## src/rtl/uart_tx_fifo_drain_if.sv

```systemverilog
// Read-port bundle between a show-ahead FIFO and the UART transmitter that
// drains it.
//   i_fifo_data  : FIFO head word, valid in the cycle the pop strobe is high
//   i_fifo_empty : FIFO empty flag (registered inside the FIFO)
//   o_fifo_rd_en : single-cycle pop strobe issued by the transmitter
// master = transmitter side (issues pops), slave = FIFO side.
interface uart_tx_fifo_drain_if #(
  parameter int DataBits = 8
);
  logic [DataBits-1:0] i_fifo_data;
  logic                i_fifo_empty;
  logic                o_fifo_rd_en;

  modport master (
    input  i_fifo_data,
    input  i_fifo_empty,
    output o_fifo_rd_en
  );

  modport slave (
    output i_fifo_data,
    output i_fifo_empty,
    input  o_fifo_rd_en
  );
endinterface

```

## src/rtl/uart_tx_fifo_drain.sv

```systemverilog
// UART transmitter that drains a show-ahead FIFO read port. One word is
// popped whenever the block is idle, enabled and the FIFO is non-empty; the
// word is sent LSB first as start bit, data bits, optional parity, stop bits.
// Ports:
//   i_clk      : clock (FIFO read clock)
//   i_rst      : synchronous reset, active-high
//   i_enable   : permits starting new frames (sampled only while idle)
//   fifo       : FIFO read port (data, empty in; pop strobe out)
//   o_tx       : registered serial line, idles high
//   o_busy     : high for every cycle a frame is on the line
module uart_tx_fifo_drain #(
  parameter int ClkDiv    = 16,
  parameter int DataBits  = 8,
  parameter int ParityEn  = 0,
  parameter int ParityOdd = 0,
  parameter int StopBits  = 1
) (
  input  logic                        i_clk,
  input  logic                        i_rst,
  input  logic                        i_enable,
  uart_tx_fifo_drain_if.master        fifo,
  output logic                        o_tx,
  output logic                        o_busy
);

  localparam int BAUD_W  = (ClkDiv > 2) ? $clog2(ClkDiv) : 1;
  localparam int BIT_MAX = (DataBits > StopBits) ? DataBits : StopBits;
  localparam int BIT_W   = (BIT_MAX > 2) ? $clog2(BIT_MAX) : 1;

  localparam logic [BAUD_W-1:0] BAUD_LAST = BAUD_W'(ClkDiv - 1);
  localparam logic [BIT_W-1:0]  DATA_LAST = BIT_W'(DataBits - 1);
  localparam logic [BIT_W-1:0]  STOP_LAST = BIT_W'(StopBits - 1);

  typedef enum logic [2:0] {
    S_IDLE,
    S_START,
    S_DATA,
    S_PARITY,
    S_STOP
  } state_e;

  state_e              state_q, state_d;
  logic [BAUD_W-1:0]   baud_q, baud_d;
  logic [BIT_W-1:0]    bit_q, bit_d;
  logic [DataBits-1:0] shift_q, shift_d;
  logic                par_q, par_d;
  logic                tx_q, tx_d;
  logic                busy_q, busy_d;
  logic                holdoff_q, holdoff_d;

  logic                pop;
  logic                baud_end;
  logic [DataBits-1:0] shift_nx;

  // Holdoff keeps the first post-reset cycle pop-free so the FIFO's
  // registered empty flag has settled before it is trusted.
  assign pop      = (state_q == S_IDLE) & i_enable & ~fifo.i_fifo_empty & ~holdoff_q;
  assign baud_end = (baud_q == BAUD_LAST);
  assign shift_nx = shift_q >> 1;

  assign fifo.o_fifo_rd_en = pop;
  assign o_tx              = tx_q;
  assign o_busy            = busy_q;

  // tx_d always carries the line level of the bit the next state starts,
  // so o_tx comes straight from a flop and changes exactly on bit edges.
  always_comb begin
    state_d   = state_q;
    baud_d    = baud_q;
    bit_d     = bit_q;
    shift_d   = shift_q;
    par_d     = par_q;
    tx_d      = tx_q;
    busy_d    = busy_q;
    holdoff_d = 1'b0;

    if (state_q == S_IDLE) begin
      if (pop) begin
        state_d = S_START;
        shift_d = fifo.i_fifo_data;
        par_d   = (^fifo.i_fifo_data) ^ (ParityOdd != 0);
        baud_d  = '0;
        bit_d   = '0;
        tx_d    = 1'b0;
        busy_d  = 1'b1;
      end
    end else if (!baud_end) begin
      baud_d = baud_q + 1'b1;
    end else begin
      baud_d = '0;
      case (state_q)
        S_START: begin
          state_d = S_DATA;
          tx_d    = shift_q[0];
        end
        S_DATA: begin
          shift_d = shift_nx;
          if (bit_q == DATA_LAST) begin
            bit_d = '0;
            if (ParityEn != 0) begin
              state_d = S_PARITY;
              tx_d    = par_q;
            end else begin
              state_d = S_STOP;
              tx_d    = 1'b1;
            end
          end else begin
            bit_d = bit_q + 1'b1;
            tx_d  = shift_nx[0];
          end
        end
        S_PARITY: begin
          state_d = S_STOP;
          tx_d    = 1'b1;
        end
        S_STOP: begin
          tx_d = 1'b1;
          if (bit_q == STOP_LAST) begin
            state_d = S_IDLE;
            bit_d   = '0;
            busy_d  = 1'b0;
          end else begin
            bit_d = bit_q + 1'b1;
          end
        end
        default: begin
          state_d = S_IDLE;
          tx_d    = 1'b1;
          busy_d  = 1'b0;
        end
      endcase
    end
  end

  always_ff @(posedge i_clk) begin
    if (i_rst) begin
      state_q   <= S_IDLE;
      baud_q    <= '0;
      bit_q     <= '0;
      tx_q      <= 1'b1;
      busy_q    <= 1'b0;
      holdoff_q <= 1'b1;
    end else begin
      state_q   <= state_d;
      baud_q    <= baud_d;
      bit_q     <= bit_d;
      tx_q      <= tx_d;
      busy_q    <= busy_d;
      holdoff_q <= holdoff_d;
    end
  end

  // Payload registers carry no reset; they are only read after a pop loads them.
  always_ff @(posedge i_clk) begin
    shift_q <= shift_d;
    par_q   <= par_d;
  end

endmodule

```

## src/flat_wrapper.sv

```systemverilog
// flat-port wrapper written by rule: the top's interface ports become plain ports
module uart_tx_fifo_drain_flat 
#(
  parameter int ClkDiv    = 16,
  parameter int DataBits  = 8,
  parameter int ParityEn  = 0,
  parameter int ParityOdd = 0,
  parameter int StopBits  = 1
)
  (i_clk, i_rst, i_enable, o_tx, o_busy, fifo_i_fifo_data, fifo_i_fifo_empty, fifo_o_fifo_rd_en);
  uart_tx_fifo_drain_if #(.DataBits(DataBits)) fifo_i ();
  input  logic i_clk;
  input  logic i_rst;
  input  logic i_enable;
  output logic o_tx;
  output logic o_busy;
  input wire logic [$bits(fifo_i.i_fifo_data)-1:0] fifo_i_fifo_data;
  input wire logic [$bits(fifo_i.i_fifo_empty)-1:0] fifo_i_fifo_empty;
  output wire logic [$bits(fifo_i.o_fifo_rd_en)-1:0] fifo_o_fifo_rd_en;
  assign fifo_i.i_fifo_data = fifo_i_fifo_data;
  assign fifo_i.i_fifo_empty = fifo_i_fifo_empty;
  assign fifo_o_fifo_rd_en = fifo_i.o_fifo_rd_en;
  uart_tx_fifo_drain #(.ClkDiv(ClkDiv), .DataBits(DataBits), .ParityEn(ParityEn), .ParityOdd(ParityOdd), .StopBits(StopBits)) u_core (.i_clk(i_clk), .i_rst(i_rst), .i_enable(i_enable), .fifo(fifo_i), .o_tx(o_tx), .o_busy(o_busy));
endmodule
```

## config.mk

```make
export PLATFORM = sky130hd
export DESIGN_NAME = uart_tx_fifo_drain_flat
export DESIGN_NICKNAME = d
export VERILOG_FILES = /design/src/rtl/uart_tx_fifo_drain_if.sv /design/src/rtl/uart_tx_fifo_drain.sv /design/src/flat_wrapper.sv
export SDC_FILE = /design/constraint.sdc
export NUM_CORES = 1
export LEC_CHECK = 0
export BUFFER_PORTS_ARGS = -buffer_cell sky130_fd_sc_hd__buf_2
export CAP_MARGIN = 20
export CORE_MARGIN = 8
export CORE_UTILIZATION = 30
export DETAILED_ROUTE_END_ITERATION = 10
export PLACE_DENSITY = 0.49
export SLEW_MARGIN = 20
export SYNTH_ARGS = -nofsm -noshare
export SYNTH_HDL_FRONTEND = slang
export SYNTH_SLANG_ARGS = --single-unit
```

## constraint.sdc

```tcl
create_clock -name i_clk -period 3.2 [get_ports i_clk]
set_clock_uncertainty 0.1 [all_clocks]
set_input_delay 0.48 -clock i_clk [delete_from_list [all_inputs] [get_ports i_clk]]
set_output_delay 0.48 -clock i_clk [all_outputs]
set_load 0.02 [all_outputs]
```

Word-level counts from Yosys, hierarchy flattened
Index checks and enable logic that the tools add are counted.
{"block": "word_totals", "ff_bits": 21, "inputBits": 12, "wordCells": 65}
{"block": "classes", "add_sub_neg": 2, "eq_ne": 10, "mux": 30, "bitwise": 5, "reduce_logical": 11}
{"cell": "$mux W8", "count": 4}
{"cell": "$mux W3", "count": 10}
{"cell": "$mux W4", "count": 3}
{"cell": "$pmux W3 S4", "count": 1}
{"cell": "$mux W1", "count": 9}
{"cell": "$reduce_and A4 Y1", "count": 2}
{"cell": "$eq A3 B2 Y1 const B", "count": 2}
{"cell": "$eq A3 B3 Y1 const B", "count": 2}
{"cell": "$logic_not A3 Y1", "count": 2}
{"cell": "$ne A3 B1 Y1 const B", "count": 2}
{"cell": "$pmux W3 S2", "count": 1}
{"cell": "$reduce_and A3 Y1", "count": 2}
{"cell": "$add A4 B1 Y4 const B", "count": 1}
{"cell": "$eq A4 B4 Y1 const B", "count": 1}
{"cell": "$pmux W1 S2", "count": 2}
{"cell": "$reduce_bool A2 Y1", "count": 2}
{"cell": "$add A3 B1 Y3 const B", "count": 1}
{"cell": "$and A1 B1 Y1", "count": 3}
{"cell": "$eq A3 B1 Y1 const B", "count": 1}
{"cell": "$reduce_bool A3 Y1", "count": 1}
{"cell": "$reduce_or A3 Y1", "count": 1}
{"cell": "$ne A2 B1 Y1 const B", "count": 1}
{"cell": "$ne A2 B2 Y1 const B", "count": 1}
{"cell": "$not A1 Y1", "count": 2}
{"cell": "$reduce_and A2 Y1", "count": 1}

Logic depth before layout (Yosys ltp)
Gate-level depths: netlist of run 1.
{"block": "logic_depth", "depth_word": 6, "ltp_mapped": 6, "ltp_nobuf": 6}

Worst setup path after synthesis of run 1
No wires, ideal clock.
{"block": "synth_timing", "path_type": "register to register", "from": "reg u_core.state_q[0]", "to": "reg u_core.bit_q[2]", "setup_time_ns": 0.071, "arrival_time_ns": 1.669, "required_ns": 3.029, "setup_slack_ns": 1.361, "stages_incl_launch_ff": 6, "path_buffers": 1, "period_less_slack_ns": 1.839, "path_cell_list": "dfxtp_1 -> buf_4 -> or3_4 -> mux2i_4 -> or4b_1 -> a21oi_1"}
{"block": "synth_via", "elab_chain_cells": 6}
{"element": "start: declaration", "line": "uart_tx_fifo_drain.sv:42", "text": "state_e state_q, state_d;"}
{"element": "start signal: assignment", "line": "uart_tx_fifo_drain.sv:144", "text": "state_q <= state_d;"}
{"element": "$logic_not A3 Y1", "line": "uart_tx_fifo_drain.sv:57, uart_tx_fifo_drain.sv:77"}
{"element": "$and A1 B1 Y1 (3 in a row)", "line": "uart_tx_fifo_drain.sv:57", "text": "assign pop = (state_q == S_IDLE) & i_enable & ~fifo.i_fifo_empty & ~holdoff_q;"}
{"element": "$ne A2 B2 Y1 (no line)"}
{"element": "$reduce_and A3 Y1 (no line)"}
{"element": "end signal: assignment", "line": "uart_tx_fifo_drain.sv:146", "text": "bit_q <= bit_d;"}
{"element": "end: declaration", "line": "uart_tx_fifo_drain.sv:44", "text": "logic [BIT_W-1:0] bit_q, bit_d;"}
Several ways; a longest one is shown, not always the timed one. The select of a mux whose other input is x is not followed.
A chain may end at the register's enable or synchronous reset.

Worst setup path after layout of run 1
{"block": "layout_timing", "from": "reg u_core.state_q[2]", "to": "out fifo_o_fifo_rd_en"}
{"block": "layout_via", "elab_chain_cells": 4}
{"element": "$logic_not A3 Y1", "line": "uart_tx_fifo_drain.sv:57"}
{"element": "$and A1 B1 Y1 (3 in a row)", "line": "uart_tx_fifo_drain.sv:57"}
{"element": "end: declaration", "line": "flat_wrapper.sv:19", "text": "output wire logic [$bits(fifo_i.o_fifo_rd_en)-1:0] fifo_o_fifo_rd_en;"}
No other way between the ends.

==> out/results.tsv, run 1 <==
metric	value	unit
Hold Buf Count CTS	0	
CTS tree	built	
die height	75.3	um
Slew Viols, Final	0	
Crit path required time	2.62	ns
DIE AREA	0.00566	sq mm
unrepaired setup endpoints after global routing	false	
clock tree buffer depth	2	
Critical Path Start Type	register	
min Tclk post-route	2.16	ns
multi-input logic area	518	sq um
share of post-route cells with drive strength above 1	0.180	
CP Max Fanout	15	
WL final	2.19	mm
vias in the first global route	793	
flops & latches, synth	21	
CP max stage delay	0.43	ns
leading area contributor after synthesis	dfxtp_1	
leakage	0.000468	uW
Worst path top cell family by delay	flip-flops	
Worst-Skew Late Latency	0.30	ns
Final Cycle Share	0.675	
gr usage total	0.0813	
Top Ports	15	
most frequent cells in the layout	23 x nand2_1, 14 x buf_2, 13 x dfxtp_1	
Syn. warnings	0	
Hold Crit Class	in2reg	
total power	470	uW
TritonCTS Sinks	21	
DP HPWL	1.57	mm
CTS Root Cell	clkbuf_4	
Max Fclk	463	MHz
Post-Syn Area	0.00105	sq mm
Peak VDD IR	0.000205	V
power per cell area	396	mW/mm^2
vias per cell	4.69	
global route overflow	0	
largest net degree at the start of global routing	16	
Sequential Area	500	sq um
Cell Count Post-Placement	170	
RePlAce Congestion	0.768	
Fin. Hold Viols	0	
DR vias	816	
fillcell total	383	
initial antenna violation count	0	
setup TNS	0	ns
post-cts resize count	0	
first-pass GRT wire length	3.58	mm
CP Capture Type	output port	
Worst Tran Pin Value	0.521	ns
worst path cell trace	nor3_1, buf_4, and2_1, buf_2	
Placed Area	0.00116	sq mm
maxcap violations	0	
Worst Hold Margin	0.336	ns
Die Wd	75.3	um
WP data arrival	1.58	ns
post-synthesis sequential area ratio	0.475	
most common cell after layout, fill and taps aside	nand2_1	
Initial DRC Count	62	
Slew HR	0.647	
Synth top area share	0.247	
core area	0.00336	sq mm
Routed Antenna Nets	0	
Initial Util	0.313	
WP buf/inv	2	
cell area after layout	0.00119	sq mm
Post-CTS Setup Bufs	0	
fin cells	174	
slowest cell on the critical path	dfxtp_1	
count of cell types in the netlist	32	
kind of critical path	reg2out	
Residual DRC	0	
Worst-path clk slew	0.12	ns
ant diodes	0	
synth top area cells	dfxtp_1 25%, edfxtp_1 23%, nand2_1 8.2%, ha_1 4.8%, nor2_1 4.3%	
Mapped Nets	131	
nets@finish	145	
IO buf count	14	
area delta synth->final	12.8	%
drt wl/cell	12.6	um
syn avg cell area	9.16	sq um
DRT Pass-1 Iters	4	
CTS buffer count	3	
CTS HTree Levels	1	
outcome	complete, no violations	
final setup fails	0	
num rows	21	
Cells after Synth	115	
-- cells in the mapped netlist --
| cell | number |
|---|---|
| and3_1 | 3 |
| nor3_1 | 3 |
| dfxtp_1 | 13 |
| buf_4 | 1 |
| a21oi_1 | 8 |
| a31o_2 | 1 |
| clkbuf_1 | 4 |
| o31ai_1 | 1 |
| buf_2 | 1 |
| nand2b_1 | 1 |
| o21bai_1 | 1 |
| or4b_1 | 4 |
| nand3_1 | 2 |
| nor4b_1 | 2 |
| or3_1 | 1 |
| o21ai_0 | 8 |
| a211oi_1 | 1 |
| o22ai_1 | 1 |
| a221o_1 | 1 |
| a21o_1 | 1 |
| ha_1 | 4 |
| edfxtp_1 | 8 |
| nor3b_4 | 1 |
| inv_1 | 2 |
| nor2_1 | 12 |
| nand3b_1 | 1 |
| nor3b_1 | 1 |
| and2_1 | 2 |
| nand2_1 | 23 |
| a21boi_0 | 1 |
| or3_4 | 1 |
| mux2i_4 | 1 |
-- report_power, final --
group / switching [uW] / internal [uW] / leakage [uW]
clock: 82.4 / 46.5 / 0.0000177
sequential: 5.34 / 286 / 0.000179
combinational: 28.6 / 21.0 / 0.000271
-- logic make-up (layout without fill, tap and decap cells) --
group                      after synthesis  after routing  share of synthesized area
AOI/OAI and AO/OA                       24             24                      0.135
adders and majority gates                4              4                     0.0475
buffers and inverters                    8             21                     0.0333
DFF                                     21             21                      0.475
muxes                                    1              1                     0.0214
and+or+nand+nor                         57             57                      0.287
-- per-layer routing --
layer	routed length [um]	vias up	part of all wire	track usage
met5	0	-	0	0
met2	1060	2	0.49	0.126
met3	31	2	0.014	0.0160
li1	-	434	-	-
met1	1080	378	0.49	0.108
met4	17	0	0.0078	0.0320
-- layout make-up --
class / instances / area share
Timing Repair Buffer: 15 / 0.0653
Clock buffer: 3 / 0.0189
Multi-Input combinational cell: 86 / 0.436
Clock inverter: 1 / 0.00421
Tap cell: 46 / 0.0484
Sequential cell: 21 / 0.421
Inverter: 2 / 0.00632
-- state kept, by name (all words and copies together), names as in the netlist --
name and cells:
u_core.baud_q 4, u_core.bit_q 3, u_core.o_busy 1, u_core.state_q 3, u_core.shift_q 8, u_core.holdoff_q 1, u_core.o_tx 1
-- worst register-to-register path, cell delays in order (launching register included) --
cell	delay, ns
dfxtp_1	0.43
or3_4	0.52
mux2i_4	0.26
or4b_1	0.53
a21oi_1	0.16
-- final timing paths --
path         slack (ns)                start                end  cells past startpoint
max                1.04    u_core.state_q[2]  fifo_o_fifo_rd_en                      4
max reg2reg        1.14    u_core.state_q[2]    u_core.bit_q[2]                      4
min reg2reg        0.40      u_core.bit_q[1]    u_core.bit_q[1]                      2
min                0.34  fifo_i_fifo_data[4]  u_core.shift_q[4]                      3
-- through the flow --
step | setup slack [ns] | util
floorplan | 1.36 | -
global placement | 1.23 | 0.345
detailed placement | 1.19 | 0.345
CTS | 1.01 | 0.353
global route | 0.887 | 0.353
finish | 1.04 | 0.353
Power figures use the tool's default switching activity.
==> run 2, diff against run 1 <==
- PLACE_DENSITY: 0.49 -> 0.51
- clock period: 3.2 -> 1.85 ns (I/O delays scaled with it)
==> run 2 against run 1 <==
Compared with the run above: total power increased by 77%; die area is the same; worst setup slack worse by 0.96 ns; cell count up 4.6%; global-route usage grew 1.0 points; critical path depth stayed put; register-to-register slack worse by 1.1 ns; critical endpoint is now u_core.state_q[1]; largest power group unchanged.
==> out/results.tsv, run 2 (same netlist as run 1, synthesis figures left out) <==
metric	value	unit
outcome	complete, no violations	
largest registers	u_core.shift_q x8, u_core.baud_q x4	
ant diodes	0	
total power	832	uW
kind of critical path	reg2reg	
Initial DRC Count	44	
power per cell area	649	mW/mm^2
most frequent cells in the layout	23 x nand2_1, 13 x buf_2, 12 x nor2_1	
share of post-route cells with drive strength above 1	0.265	
Critical Path Start Type	register	
setup TNS	0	ns
min Tclk post-route	1.77	ns
DR vias	868	
Net Switching	204	uW
Power Internal	627	uW
met2 WL	1.05	mm
Worst-Skew Late Latency	0.31	ns
Peak VDD IR	0.000377	V
multi-input logic area	534	sq um
top layer in use	met4	
Crit path required time	1.99	ns
max reg flops	8	
Residual DRC	0	
Hold Crit Class	in2reg	
power share of the sequential group	0.604	
IO buf count	14	
nets@finish	153	
initial antenna violation count	0	
vias per cell	4.77	
Max Fclk	566	MHz
vias in the first global route	914	
drt wl/cell	12.4	um
global route overflow	0	
CP Capture Type	register	
core area	0.00336	sq mm
CTS buffer count	3	
Worst Tran Pin Value	0.407	ns
DIE AREA	0.00566	sq mm
fin cells	182	
Placed Area	0.00121	sq mm
clock tree buffer depth	2	
RePlAce Congestion	0.768	
WL final	2.26	mm
largest net degree at the start of global routing	15	
Sequential Area	504	sq um
Top reg by flops	u_core.shift_q	
first-pass GRT wire length	4.00	mm
TritonCTS Sinks	21	
CP Max Fanout	8	
num rows	21	
Initial Util	0.313	
Worst-path clk slew	0.12	ns
CTS tree	built	
Final Cycle Share	0.955	
die height	75.3	um
Slew HR	0.725	
wl on met1	1.08	mm
cell area after layout	0.00128	sq mm
Sw Ratio	0.246	
CTS Root Cell	clkbuf_4	
most common cell after layout, fill and taps aside	nand2_1	
DRT Pass-1 Iters	3	
WP data arrival	1.91	ns
gr usage total	0.0913	
DP HPWL	1.65	mm
Worst Hold Margin	0.124	ns
final setup fails	0	
met3 wire len	119	um
Top Ports	15	
CTS HTree Levels	1	
power share of the combinational group	0.123	
fillcell total	368	
Routed Antenna Nets	0	
Cell Count Post-Placement	177	
Die Wd	75.3	um
Hold Buf Count CTS	0	
area delta synth->final	21.6	%
Slew Viols, Final	0	
maxcap violations	0	
leakage	0.000512	uW
Clock power frac	0.273	
Fin. Hold Viols	0	
unrepaired setup endpoints after global routing	false	
[run 2: layout make-up]
| type | count | share of cell area |
|---|---|---|
| inverter | 2 | 0.00586 |
| tap | 46 | 0.0449 |
| sequential | 21 | 0.394 |
| clock buffer | 4 | 0.0205 |
| timing repair buffer | 23 | 0.118 |
| multi-input combinational | 86 | 0.417 |
[run 2: power by group through the flow]
stage	Sequential (uW)	Clock [uW]	Combinational (uW)
final	502	227	102
after global routing	504	258	117
after detailed placement	512	0	96.4
after CTS	502	236	99.3
after global placement	512	0	96.1
after floorplan	514	0	58.9
[run 2: metal layers]
layer,vias to the layer above,global-route usage
met5,-,0
li1,449,-
met2,16,0.152
met4,0,0.0235
met1,401,0.102
met3,2,0.0439
[run 2: worst paths after layout]
path / start / slack [ns] / cells after the start / to
worst max-delay path: u_core.state_q[2] / 0.08 / 4 / u_core.state_q[1]
worst min-delay path: fifo_i_fifo_data[2] / 0.12 / 3 / u_core.shift_q[2]
worst max register to register: u_core.state_q[2] / 0.08 / 4 / u_core.state_q[1]
worst min register to register: u_core.bit_q[2] / 0.41 / 2 / u_core.bit_q[2]
[run 2: through the flow]
stage / util / setup WS [ns]
floorplan: - / 0.0107
CTS: 0.373 / 0.0198
global placement: 0.361 / 0.0989
finish: 0.381 / 0.0826
detailed placement: 0.361 / 0.0666
global route: 0.381 / 0.00874
[run 2: critical path, stage by stage, from the launching register on]
cell	delay, ns
dfxtp_2	0.34
or3_4	0.41
mux2i_4	0.22
or4b_1	0.47
a21oi_1	0.16
[run 2: what timing repair did]
action | CTS | global route
buffers inserted | 0 | 2
resized for setup | 3 | 8
endpoints found under the setup margin | 1 | 3
pin swaps | 0 | 3
